File: config.mk
export PLATFORM = sky130hd
export DESIGN_NAME = adder4_seq_ctrl
export DESIGN_NICKNAME = d
export VERILOG_FILES = /design/src/rtl/adder4_seq_ctrl.sv
export SDC_FILE = /design/constraint.sdc
export NUM_CORES = 1
export LEC_CHECK = 0
export BUFFER_PORTS_ARGS = -buffer_cell sky130_fd_sc_hd__buf_4
export CAP_MARGIN = 20
export CORE_AREA = 2 2 81 83
export CTS_CLUSTER_SIZE = 40
export DETAILED_ROUTE_END_ITERATION = 6
export DIE_AREA = 0 0 83 85
export GPL_TIMING_DRIVEN = 0
export HOLD_SLACK_MARGIN = 0.06
export PLACE_DENSITY = 0.7
export SETUP_SLACK_MARGIN = 0.15
export SLEW_MARGIN = 20
export SYNTH_ARGS = -nofsm -noshare
export SYNTH_HDL_FRONTEND = slang
export SYNTH_SLANG_ARGS = --single-unit
File: constraint.sdc
create_clock -name clk -period 5.1 [get_ports clk]
set_clock_uncertainty 0.15 [all_clocks]
set_input_delay 1.02 -clock clk [delete_from_list [all_inputs] [get_ports clk]]
set_output_delay 1.02 -clock clk [all_outputs]
set_load 0.1 [all_outputs]
File: src/rtl/adder4_seq_ctrl.sv
// adder4_seq_ctrl: multi-precision add sequencer around an external 4-bit
// ripple adder slice. The operands are fed to the slice one nibble per cycle,
// least significant nibble first. The carry between nibbles is held in a register.
//
// Parameters:
//   NIBBLES  number of 4-bit nibbles per operand (1..16); W = 4*NIBBLES
// Ports:
//   clk, reset         clock and synchronous active-high reset
//   start              request strobe; accepted only when idle
//   a, b, ci           operands and carry-in; sampled on accept
//   sub                (ADDER4_SEQ_SUB_EN only) subtract A - B; sampled on accept
//   busy, done         busy through RUN/DONE; done is a one-cycle pulse
//   s, co              registered sum and final carry-out
//   add_a/add_b/add_ci drive to the adder slice (zero outside RUN)
//   add_s/add_co       combinational result from the adder slice
// Optional feature macro: ADDER4_SEQ_SUB_EN (adds the sub port).
module adder4_seq_ctrl #(
  parameter int unsigned NIBBLES = 4
) (
  input  logic                   clk,
  input  logic                   reset,
  input  logic                   start,
  input  logic [4*NIBBLES-1:0]   a,
  input  logic [4*NIBBLES-1:0]   b,
  input  logic                   ci,
`ifdef ADDER4_SEQ_SUB_EN
  input  logic                   sub,
`endif
  output logic                   busy,
  output logic                   done,
  output logic [4*NIBBLES-1:0]   s,
  output logic                   co,
  output logic [3:0]             add_a,
  output logic [3:0]             add_b,
  output logic                   add_ci,
  input  logic [3:0]             add_s,
  input  logic                   add_co
);

  localparam int unsigned W     = 4 * NIBBLES;
  localparam int unsigned IDX_W = (NIBBLES > 1) ? $clog2(NIBBLES) : 1;

  typedef enum logic [1:0] {
    IDLE = 2'd0,
    RUN  = 2'd1,
    DONE = 2'd2
  } state_t;

  state_t             state_q, state_d;
  logic [IDX_W-1:0]   idx_q;
  logic [W-1:0]       a_q, b_q, s_q;
  logic               carry_q, co_q;
  logic               busy_q, done_q;
  logic               sub_q;
  logic               last_c;
  logic               sub_in_c;
  logic [3:0]         nib_a_c, nib_b_c;

`ifdef ADDER4_SEQ_SUB_EN
  assign sub_in_c = sub;
`else
  assign sub_in_c = 1'b0;
`endif

  assign last_c = (idx_q == IDX_W'(NIBBLES - 1));

  // State register
  always_ff @(posedge clk) begin
    if (reset) state_q <= IDLE;
    else       state_q <= state_d;
  end

  // Next-state logic
  always_comb begin
    state_d = state_q;
    case (state_q)
      IDLE:    if (start) state_d = RUN;
      RUN:     if (last_c) state_d = DONE;
      DONE:    state_d = IDLE;
      default: state_d = IDLE;
    endcase
  end

  // Handshake outputs, registered from the next state so they align with it
  always_ff @(posedge clk) begin
    if (reset) begin
      busy_q <= 1'b0;
      done_q <= 1'b0;
    end else begin
      busy_q <= (state_d != IDLE);
      done_q <= (state_d == DONE);
    end
  end

  // Operand capture, per-nibble sum write-back and carry chaining
  always_ff @(posedge clk) begin
    if (reset) begin
      a_q     <= '0;
      b_q     <= '0;
      s_q     <= '0;
      co_q    <= 1'b0;
      carry_q <= 1'b0;
      idx_q   <= '0;
      sub_q   <= 1'b0;
    end else begin
      case (state_q)
        IDLE: begin
          if (start) begin
            a_q     <= a;
            b_q     <= b;
            // Subtraction is A + ~B + 1, so the initial carry is forced high
            carry_q <= sub_in_c ? 1'b1 : ci;
            sub_q   <= sub_in_c;
            idx_q   <= '0;
          end
        end
        RUN: begin
          for (int unsigned i = 0; i < NIBBLES; i++) begin
            if (idx_q == IDX_W'(i)) s_q[4*i +: 4] <= add_s;
          end
          carry_q <= add_co;
          if (last_c) co_q  <= add_co;
          else        idx_q <= idx_q + IDX_W'(1);
        end
        default: ;
      endcase
    end
  end

  // Nibble select of the captured operands
  always_comb begin
    nib_a_c = 4'h0;
    nib_b_c = 4'h0;
    for (int unsigned i = 0; i < NIBBLES; i++) begin
      if (idx_q == IDX_W'(i)) begin
        nib_a_c = a_q[4*i +: 4];
        nib_b_c = b_q[4*i +: 4];
      end
    end
  end

  // Slice drive: active only in RUN, zero otherwise
  always_comb begin
    add_a  = 4'h0;
    add_b  = 4'h0;
    add_ci = 1'b0;
    if (state_q == RUN) begin
      add_a  = nib_a_c;
      add_b  = sub_q ? ~nib_b_c : nib_b_c;
      add_ci = carry_q;
    end
  end

  assign busy = busy_q;
  assign done = done_q;
  assign s    = s_q;
  assign co   = co_q;

endmodule

==> results.py, run 1 <==
metrics = {
    "placed_design": {
        "pre_cts_ws_ns": 2.053,
        "place_congestion": 0.8099,
        "dp_hpwl_mm": 4.579,
        "portBuffers": 67,
    },
    "hold_path": {
        "min_from": "a_q[6]",
        "hold_depth": 2,
        "hold_path.class": "reg2reg",
    },
    "timing": {
        "fmax_mhz": 292.7,
        "finalHoldViolCount": 0,
        "setup_slack_ns": 1.683,
        "setup-violations-final": 0,
        "rsz0062_at_grt": "no",
        "finalCritPeriodShare": 0.6700,
        "post-route-min-period_ns": 3.417,
        "tns_ns": 0,
        "tightest_slew_ns": 0.6662,
        "drv_slew": 0,
        "relSlewSlack": 0.5559,
    },
    "synthesis": {
        "synth_area_um2": 2401,
        "synth_cells": 297,
        "synthFlopType": "dfxtp_1",
        "synth_common_cells": "nand2_1, dfxtp_1, a21oi_1",
        "synth_edf_count": 0,
        "yosysUniqueCellTypes": 27,
        "async_reset_ff_frac": 0,
        "yosys.area.top_type": "dfxtp_1",
        "yosys_warnings": 0,
        "synth.most_common_cell": "nand2_1",
        "yosysTopAreaCellShare": 0.4669,
        "synthTopCellsByArea": "dfxtp_1, nand2_1, a21oi_1",
        "avgSynthCellArea_um2": 8.084,
        "yosys_register_bits": 56,
        "yosysSeqAreaShare": 0.4669,
        "syn_nets": 342,
    },
    "global_routing": {
        "grt_max_degree": 19,
        "antenna_found_initial": 0,
        "grt_overflow": 0,
        "groute.usage.overall": 0.1759,
        "grt_pass1_vias": 2068,
        "grt_first_pass_wirelength_mm": 10.10,
    },
    "cts": {
        "worstSkewPairLatency_ns": 0.32,
        "cts_buffers": 5,
        "clk_pin_slew_ns": 0.10,
        "htreeDepth": 2,
        "postCtsHoldBufs": 0,
        "cts-root-buf": "clkbuf_8",
        "cts_setup_buffers": 0,
        "clockBufferDepth": 2,
        "cts_tree": "yes",
        "clock-sinks": 56,
        "cts_resized": 0,
    },
    "critical_path": {
        "path_max_fanout": 8,
        "path_cells": "inv_1, ha_1, and2b_1, buf_4, a221oi_1, o41ai_2, buf_4",
        "worst_path_largest_cell_delay_ns": 0.42,
        "end_kind": "output pin",
        "cp.depth": 7,
        "critical-path-slowest-cell": "dfxtp_1",
        "r2r-start": "idx_q[1]",
        "criticalPathCategory": "reg2out",
        "critPathRequiredTime_ns": 3.93,
        "start_kind": "flip-flop",
        "worst-path-buf-inv": 3,
        "arrival_ns": 2.25,
        "cpLargestDelayFamily": "buffers and inverters",
        "reg2regPathDepth": 5,
        "path_common_cell": "buf_4",
        "startpoint": "idx_q[1]",
    },
    "detailed_routing": {
        "drt_iter0_markers": 92,
        "via_per_inst": 5.131,
        "drtPass1Iterations": 4,
        "antenna_left": 0,
        "vias": 2304,
        "drc": 0,
        "routedWlPerCell_um": 13.69,
        "routed_wl_mm": 6.145,
    },
    "final_layout": {
        "drive_gt1_frac": 0.2688,
        "fin_nets": 416,
        "synthToLayoutAreaGrowth_pct": 33.19,
        "antenna_cells": 0,
        "nFillCells": 617,
        "multi_input_area_um2": 1157,
        "register_area_um2": 1121,
    },
    "run": {
        "maxCapViolCount": 0,
    },
    "floorplanning": {
        "dieArea_um2": 7055,
        "num_rows": 29,
        "core-area_um2": 6205,
        "die_x_um": 83,
        "initial_core_util": 0.3870,
        "die_y_um": 85,
        "ios": 69,
    },
    "power_and_ir_drop": {
        "vdd_drop_max_v": 0.0001902,
        "p_leak_nw": 1.313,
        "pwr_density_cell_nw_per_um2": 310.9,
    },
    "status": {
        "outcome": "completed",
    },
}
[cell usage in the layout (no fill, tap or decap)]
master / n
inv_6: 1
buf_1: 2
nand2_1: 81
nor2b_1: 8
dfxtp_1: 56
nand3b_1: 4
and2_1: 1
and2b_2: 1
and2b_1: 1
nand3_1: 29
nor4_1: 1
ha_1: 4
buf_4: 69
nor2_1: 6
mux2i_1: 1
clkbuf_8: 5
or3b_1: 1
buf_2: 5
inv_1: 3
o21ai_0: 2
nor3_1: 3
nand2b_1: 1
buf_6: 8
a31oi_1: 2
a21oi_1: 49
bufinv_16: 2
a221oi_1: 8
o41ai_2: 8
clkbuf_1: 9
nor3b_4: 1
[per-stage QoR]
stage / hold slack [ns] / utilization / std cells / total power (W) / area, µm²
floorplan: 0.2861 / - / 297 / 0.0005988 / 2461
global placement: 0.2943 / 0.4932 / 441 / 0.0006536 / 3060
detailed placement: 0.2983 / 0.4932 / 441 / 0.0006562 / 3060
CTS: 0.3133 / 0.5154 / 449 / 0.0009987 / 3198
global route: 0.3331 / 0.5154 / 449 / 0.001034 / 3198
finish: 0.3115 / 0.5154 / 449 / 0.0009942 / 3198
[report_power, final]
group          internal, W  switching, W  total [W]
clock             0.000198      0.000150   0.000348
combinational    0.0000631      0.000115   0.000178
sequential        0.000457     0.0000109   0.000468
[worst reg2reg max path: stages (launching register included)]
cell and delay, ns:
dfxtp_1 0.42, ha_1 0.17, buf_2 0.21, clkbuf_1 0.55, nand3_1 0.17, a31oi_1 0.19
[cell type report]
| class | instances | share of cell area |
|---|---|---|
| tap | 77 | 0.03013 |
| clock inverter | 3 | 0.02152 |
| clock buffer | 5 | 0.02152 |
| inverter | 3 | 0.003521 |
| multi-input combinational | 212 | 0.3619 |
| sequential | 56 | 0.3505 |
| timing repair buffer | 67 | 0.1573 |
| buffer | 26 | 0.05360 |
[flip-flops by register name, summed over array words and instances (netlist names)]
name     flops
b_q         16
state_q      2
carry_q      1
idx_q        2
a_q         16
busy         1
s           16
done         1
co           1
[layer usage]
layer | global-route usage | vias to the layer above | routed length [µm]
met4 | 0.03130 | 0 | 45
met5 | 0 | - | 0
met2 | 0.2903 | 55 | 2893
li1 | - | 1160 | -
met1 | 0.2397 | 1084 | 2891
met3 | 0.04086 | 5 | 315
[path summary, 6_finish.rpt]
check	to	slack (ns)
max	add_b[1]	1.68
min	a_q[6]	0.31
max reg2reg	idx_q[1]	3.18
min reg2reg	a_q[6]	0.31
[kinds of logic after synthesis]
logic type,share of synthesized area
mux,0.004169
simple gates,0.2621
compound gates,0.1699
buf+inv,0.07608
fa+ha+maj,0.02085
flops,0.4669
No activity file was read; power rests on OpenSTA's default activity.
==> run 2: changes to the inputs <==
==> constraint.sdc (replaced) <==
create_clock -name clk -period 3.3 [get_ports clk]
set_clock_uncertainty 0.15 [all_clocks]
set_input_delay 0.66 -clock clk [delete_from_list [all_inputs] [get_ports clk]]
set_output_delay 0.66 -clock clk [all_outputs]
set_load 0.1 [all_outputs]
==> results.py, run 2 (synthesis results as in run 1) <==
metrics = {
    "status": {
        "outcome": "completed",
    },
    "cts": {
        "cts-root-buf": "clkbuf_8",
        "htreeDepth": 2,
        "clock-sinks": 56,
        "clk_pin_slew_ns": 0.10,
        "worstSkewPairLatency_ns": 0.31,
        "clockBufferDepth": 2,
        "cts_tree": "yes",
        "cts_buffers": 5,
        "postCtsHoldBufs": 0,
    },
    "final_layout": {
        "fin_nets": 416,
        "synthToLayoutAreaGrowth_pct": 32.93,
        "drive_gt1_frac": 0.2715,
        "fin_util": 0.5144,
        "antenna_cells": 0,
        "mostFrequentLayoutCells": "nand2_1, buf_4, dfxtp_1",
        "final_common_cell": "nand2_1",
    },
    "timing": {
        "finalHoldViolCount": 0,
        "tns_ns": 0,
        "drv_slew": 0,
        "fmax_mhz": 322.5,
        "setup-violations-final": 0,
        "post-route-min-period_ns": 3.101,
        "tightest_slew_ns": 0.7518,
        "finalCritPeriodShare": 0.9397,
        "relSlewSlack": 0.4988,
        "rsz0062_at_grt": "yes",
    },
    "floorplanning": {
        "ios": 69,
        "initial_core_util": 0.3870,
        "num_rows": 29,
        "die_x_um": 83,
        "die_y_um": 85,
        "core-area_um2": 6205,
        "dieArea_um2": 7055,
    },
    "critical_path": {
        "start_kind": "flip-flop",
        "path_max_fanout": 8,
        "arrival_ns": 2.29,
        "criticalPathCategory": "reg2out",
        "end_kind": "output pin",
        "critPathRequiredTime_ns": 2.49,
    },
    "power_and_ir_drop": {
        "pwr_density_cell_nw_per_um2": 431.8,
        "p_leak_nw": 1.301,
        "vdd_drop_max_v": 0.0002169,
        "finalPower_w": 0.001378,
    },
    "run": {
        "maxCapViolCount": 0,
    },
    "detailed_routing": {
        "drc": 0,
        "routedWlPerCell_um": 13.51,
        "drt_iter0_markers": 117,
        "drtPass1Iterations": 4,
        "routed_wl_mm": 6.066,
        "antenna_left": 0,
        "via_per_inst": 5.080,
        "vias": 2281,
    },
    "global_routing": {
        "grt_overflow": 0,
        "grt_use_met1": 0.2222,
        "grt_pass1_vias": 2133,
        "grt_first_pass_wirelength_mm": 10.02,
        "groute.usage.overall": 0.1731,
        "met3_usage": 0.04572,
        "top_usage_layer": "met2",
        "antenna_found_initial": 0,
        "grt_max_degree": 18,
        "met2_usage": 0.2918,
    },
    "placed_design": {
        "place_congestion": 0.7856,
        "portBuffers": 67,
        "dp_hpwl_mm": 4.533,
    },
    "hold_path": {
        "hold_path.class": "reg2reg",
    },
}
run 2: cell types whose count changed in the layout (fill, tap and decap cells not counted), sizes merged:
cell and delta:
clkinv +1, bufinv -2, clkbuf +1
run 2: routing by layer:
layer  wire length, µm  share of wire
met2              2928           0.48
met5                 0              0
met1              2746           0.45
met4                67          0.011
met3               323          0.053
run 2: critical path, cell delays in order, from the launching register on:
cell and delay [ns]:
dfxtp_1 0.43, inv_1 0.11, ha_1 0.30, and2b_1 0.19, buf_4 0.17, a221oi_1 0.39, o41ai_4 0.12, buf_4 0.26
run 2: path summary, 6_finish.rpt:
path	start	endpoint	slack, ns	cells after the start
hold reg to reg	b_q[2]	b_q[2]	0.31	2
setup / recovery	idx_q[0]	add_b[0]	0.20	7
setup reg to reg	idx_q[0]	idx_q[0]	1.36	5
hold / removal	b_q[2]	b_q[2]	0.31	2
run 2: power by group:
group          switching [W]  leakage [nW]  internal, W
clock network       0.000223        0.0456     0.000152
registers          0.0000173         0.458     0.000707
logic               0.000179         0.797     0.000100
total               0.000419          1.30     0.000959
run 2: area by class of cell:
cell class	count	area, µm²
inverters	3	11.26
repair buffers	67	518.0
clock buffers	6	72.57
clock inverters	2	13.76
well taps	77	96.34
fillers	634	3013
flip-flops and latches	56	1121
multi-input cells	212	1186
plain buffers	26	172.7
run 2: repair_timing:
item	in CTS	in global routing
gates resized for setup	0	7
buffers inserted	0	0
endpoints found under the setup margin	0	7
run 2: per-stage QoR:
step / hold WS, ns / setup slack, ns / std cells / area, µm²
2_1_floorplan: 0.2861 / -0.3207 / 297 / 2484
3_3_place_gp: 0.2937 / 0.5744 / 441 / 3083
3_5_place_dp: 0.2976 / 0.5293 / 441 / 3083
4_1_cts: 0.3122 / 0.1731 / 449 / 3169
5_1_grt: 0.3323 / 0.1008 / 449 / 3192
6_report: 0.3113 / 0.1990 / 449 / 3192
==> run 3: changes to the inputs <==
==> constraint.sdc (replaced) <==
create_clock -name clk -period 3.3 [get_ports clk]
set_clock_uncertainty 0.15 [all_clocks]
set_input_delay 0.165 -clock clk [delete_from_list [all_inputs] [get_ports clk]]
set_output_delay 0.165 -clock clk [all_outputs]
set_load 0.1 [all_outputs]
==> results.py, run 3 (synthesis results as in run 1) <==
metrics = {
    "cts": {
        "postCtsHoldBufs": 39,
        "worstSkewPairLatency_ns": 0.32,
        "clk_pin_slew_ns": 0.11,
        "cts_resized": 0,
        "cts_buffers": 5,
        "htreeDepth": 2,
        "cts_tree": "yes",
        "cts_setup_buffers": 0,
        "cts-root-buf": "clkbuf_8",
        "clockBufferDepth": 2,
        "clock-sinks": 56,
    },
    "critical_path": {
        "start_kind": "flip-flop",
        "arrival_ns": 2.26,
        "criticalPathCategory": "reg2out",
        "reg2reg_slack_ns": 1.39,
        "critPathRequiredTime_ns": 2.98,
        "rr_endpoint": "idx_q[1]",
        "r2r-start": "idx_q[1]",
        "path_max_fanout": 8,
        "end_kind": "output pin",
        "reg2regPathDepth": 5,
    },
    "global_routing": {
        "grt_pass1_vias": 2188,
        "grt_overflow": 0,
        "antenna_found_initial": 0,
        "grt_max_degree": 19,
        "groute.usage.overall": 0.1831,
        "grt_first_pass_wirelength_mm": 10.53,
    },
    "power_and_ir_drop": {
        "switchingPower_w": 0.0004344,
        "pwr_density_cell_nw_per_um2": 438.8,
        "finalPower_w": 0.001574,
        "intPower_w": 0.001140,
        "switching_share": 0.2759,
        "p_leak_nw": 1.476,
        "seqPwrFrac": 0.460,
        "p_comb_frac": 0.198,
        "clockPowerShare": 0.342,
        "vdd_drop_max_v": 0.0002944,
    },
    "final_layout": {
        "mostFrequentLayoutCells": "nand2_1, buf_4, dfxtp_1",
        "drive_gt1_frac": 0.2433,
        "final_common_cell": "nand2_1",
        "fin_cells": 488,
        "synthToLayoutAreaGrowth_pct": 49.45,
        "antenna_cells": 0,
        "fin_nets": 455,
        "fin_util": 0.5783,
    },
    "floorplanning": {
        "initial_core_util": 0.3870,
        "ios": 69,
        "dieArea_um2": 7055,
        "num_rows": 29,
        "die_y_um": 85,
        "core-area_um2": 6205,
        "die_x_um": 83,
    },
    "detailed_routing": {
        "via_per_inst": 5.010,
        "routedWlPerCell_um": 13.28,
        "routed_wl_mm": 6.479,
        "vias": 2445,
        "drc": 0,
        "drt_iter0_markers": 108,
        "drtPass1Iterations": 4,
        "antenna_left": 0,
    },
    "timing": {
        "post-route-min-period_ns": 2.575,
        "finalCritPeriodShare": 0.7804,
        "tightest_slew_ns": 0.6612,
        "tns_ns": 0,
        "rsz0062_at_grt": "no",
        "setup-violations-final": 0,
        "relSlewSlack": 0.5592,
        "drv_slew": 0,
        "finalHoldViolCount": 0,
        "hold_slack_ns": 0.1037,
        "fmax_mhz": 388.3,
    },
    "placed_design": {
        "place_congestion": 0.8099,
        "portBuffers": 67,
        "dp_hpwl_mm": 4.579,
        "dp.cells": 441,
    },
    "hold_path": {
        "min_from": "reset",
        "min_to": "done",
        "hold_path.class": "in2reg",
        "hold_depth": 2,
    },
    "run": {
        "maxCapViolCount": 0,
    },
    "status": {
        "outcome": "completed",
    },
}
run 3: cell count changes in the layout (fill, tap and decap cells not counted):
cell / previous run / this run
clkbuf_2: 1 / 0
clkinv_2: 1 / 0
dlygate4sd3_1: 0 / 39
o41ai_2: 6 / 8
buf_6: 12 / 8
buf_4: 65 / 69
a221oi_1: 7 / 8
o41ai_4: 2 / 0
a221oi_2: 1 / 0
bufinv_16: 0 / 2
run 3: routing by layer:
metal	global-route usage	vias up	wire, µm	part of all wire
met5	0	-	0	0
met4	0.03130	0	45	0.0069
met3	0.03794	5	303	0.047
met2	0.3138	60	3109	0.48
met1	0.2433	1140	3020	0.47
li1	-	1240	-	-
run 3: worst max path at each step:
stage                     startpoint        to  slack [ns]  depth (start not counted)
after detailed placement    idx_q[1]  add_a[0]        1.11                          7
after CTS                   idx_q[1]  add_a[0]        0.74                          7
after floorplan             idx_q[1]  add_a[0]        0.17                          6
final                       idx_q[1]  add_a[1]        0.72                          7
after global routing        idx_q[1]  add_a[2]        0.55                          7
after global placement      idx_q[1]  add_a[0]        1.13                          7
run 3: per-stage QoR:
stage,instance area [µm²],worst slack (ns)
4_1_cts,3588,0.7357
5_1_grt,3588,0.5512
3_5_place_dp,3060,1.108
6_report,3588,0.7248
2_1_floorplan,2461,0.1743
3_3_place_gp,3060,1.126
run 3: critical path: stages (launching register included):
cell      delay (ns)
dfxtp_1         0.42
inv_1           0.09
ha_1            0.25
and2b_1         0.21
buf_4           0.16
a221oi_1        0.10
o41ai_2         0.35
buf_4           0.36
run 3: final cells by class:
cell class                 instances  area [µm²]
fill                             573        2616
multi-input combinational        212        1157
sequential                        56        1121
timing repair buffer             106       893.4
buffer                            26       171.4
tap                               77       96.34
clock buffer                       5       68.82
clock inverter                     3       68.82
inverter                           3       11.26
run 3: power groups by stage:
stage | clock [W] | sequential (W) | combinational (W)
after floorplan | 0 | 0.000775 | 0.000150
after global placement | 0 | 0.000738 | 0.000272
after detailed placement | 0 | 0.000739 | 0.000275
after CTS | 0.000544 | 0.000724 | 0.000312
after global routing | 0.000572 | 0.000728 | 0.000337
final | 0.000538 | 0.000724 | 0.000312
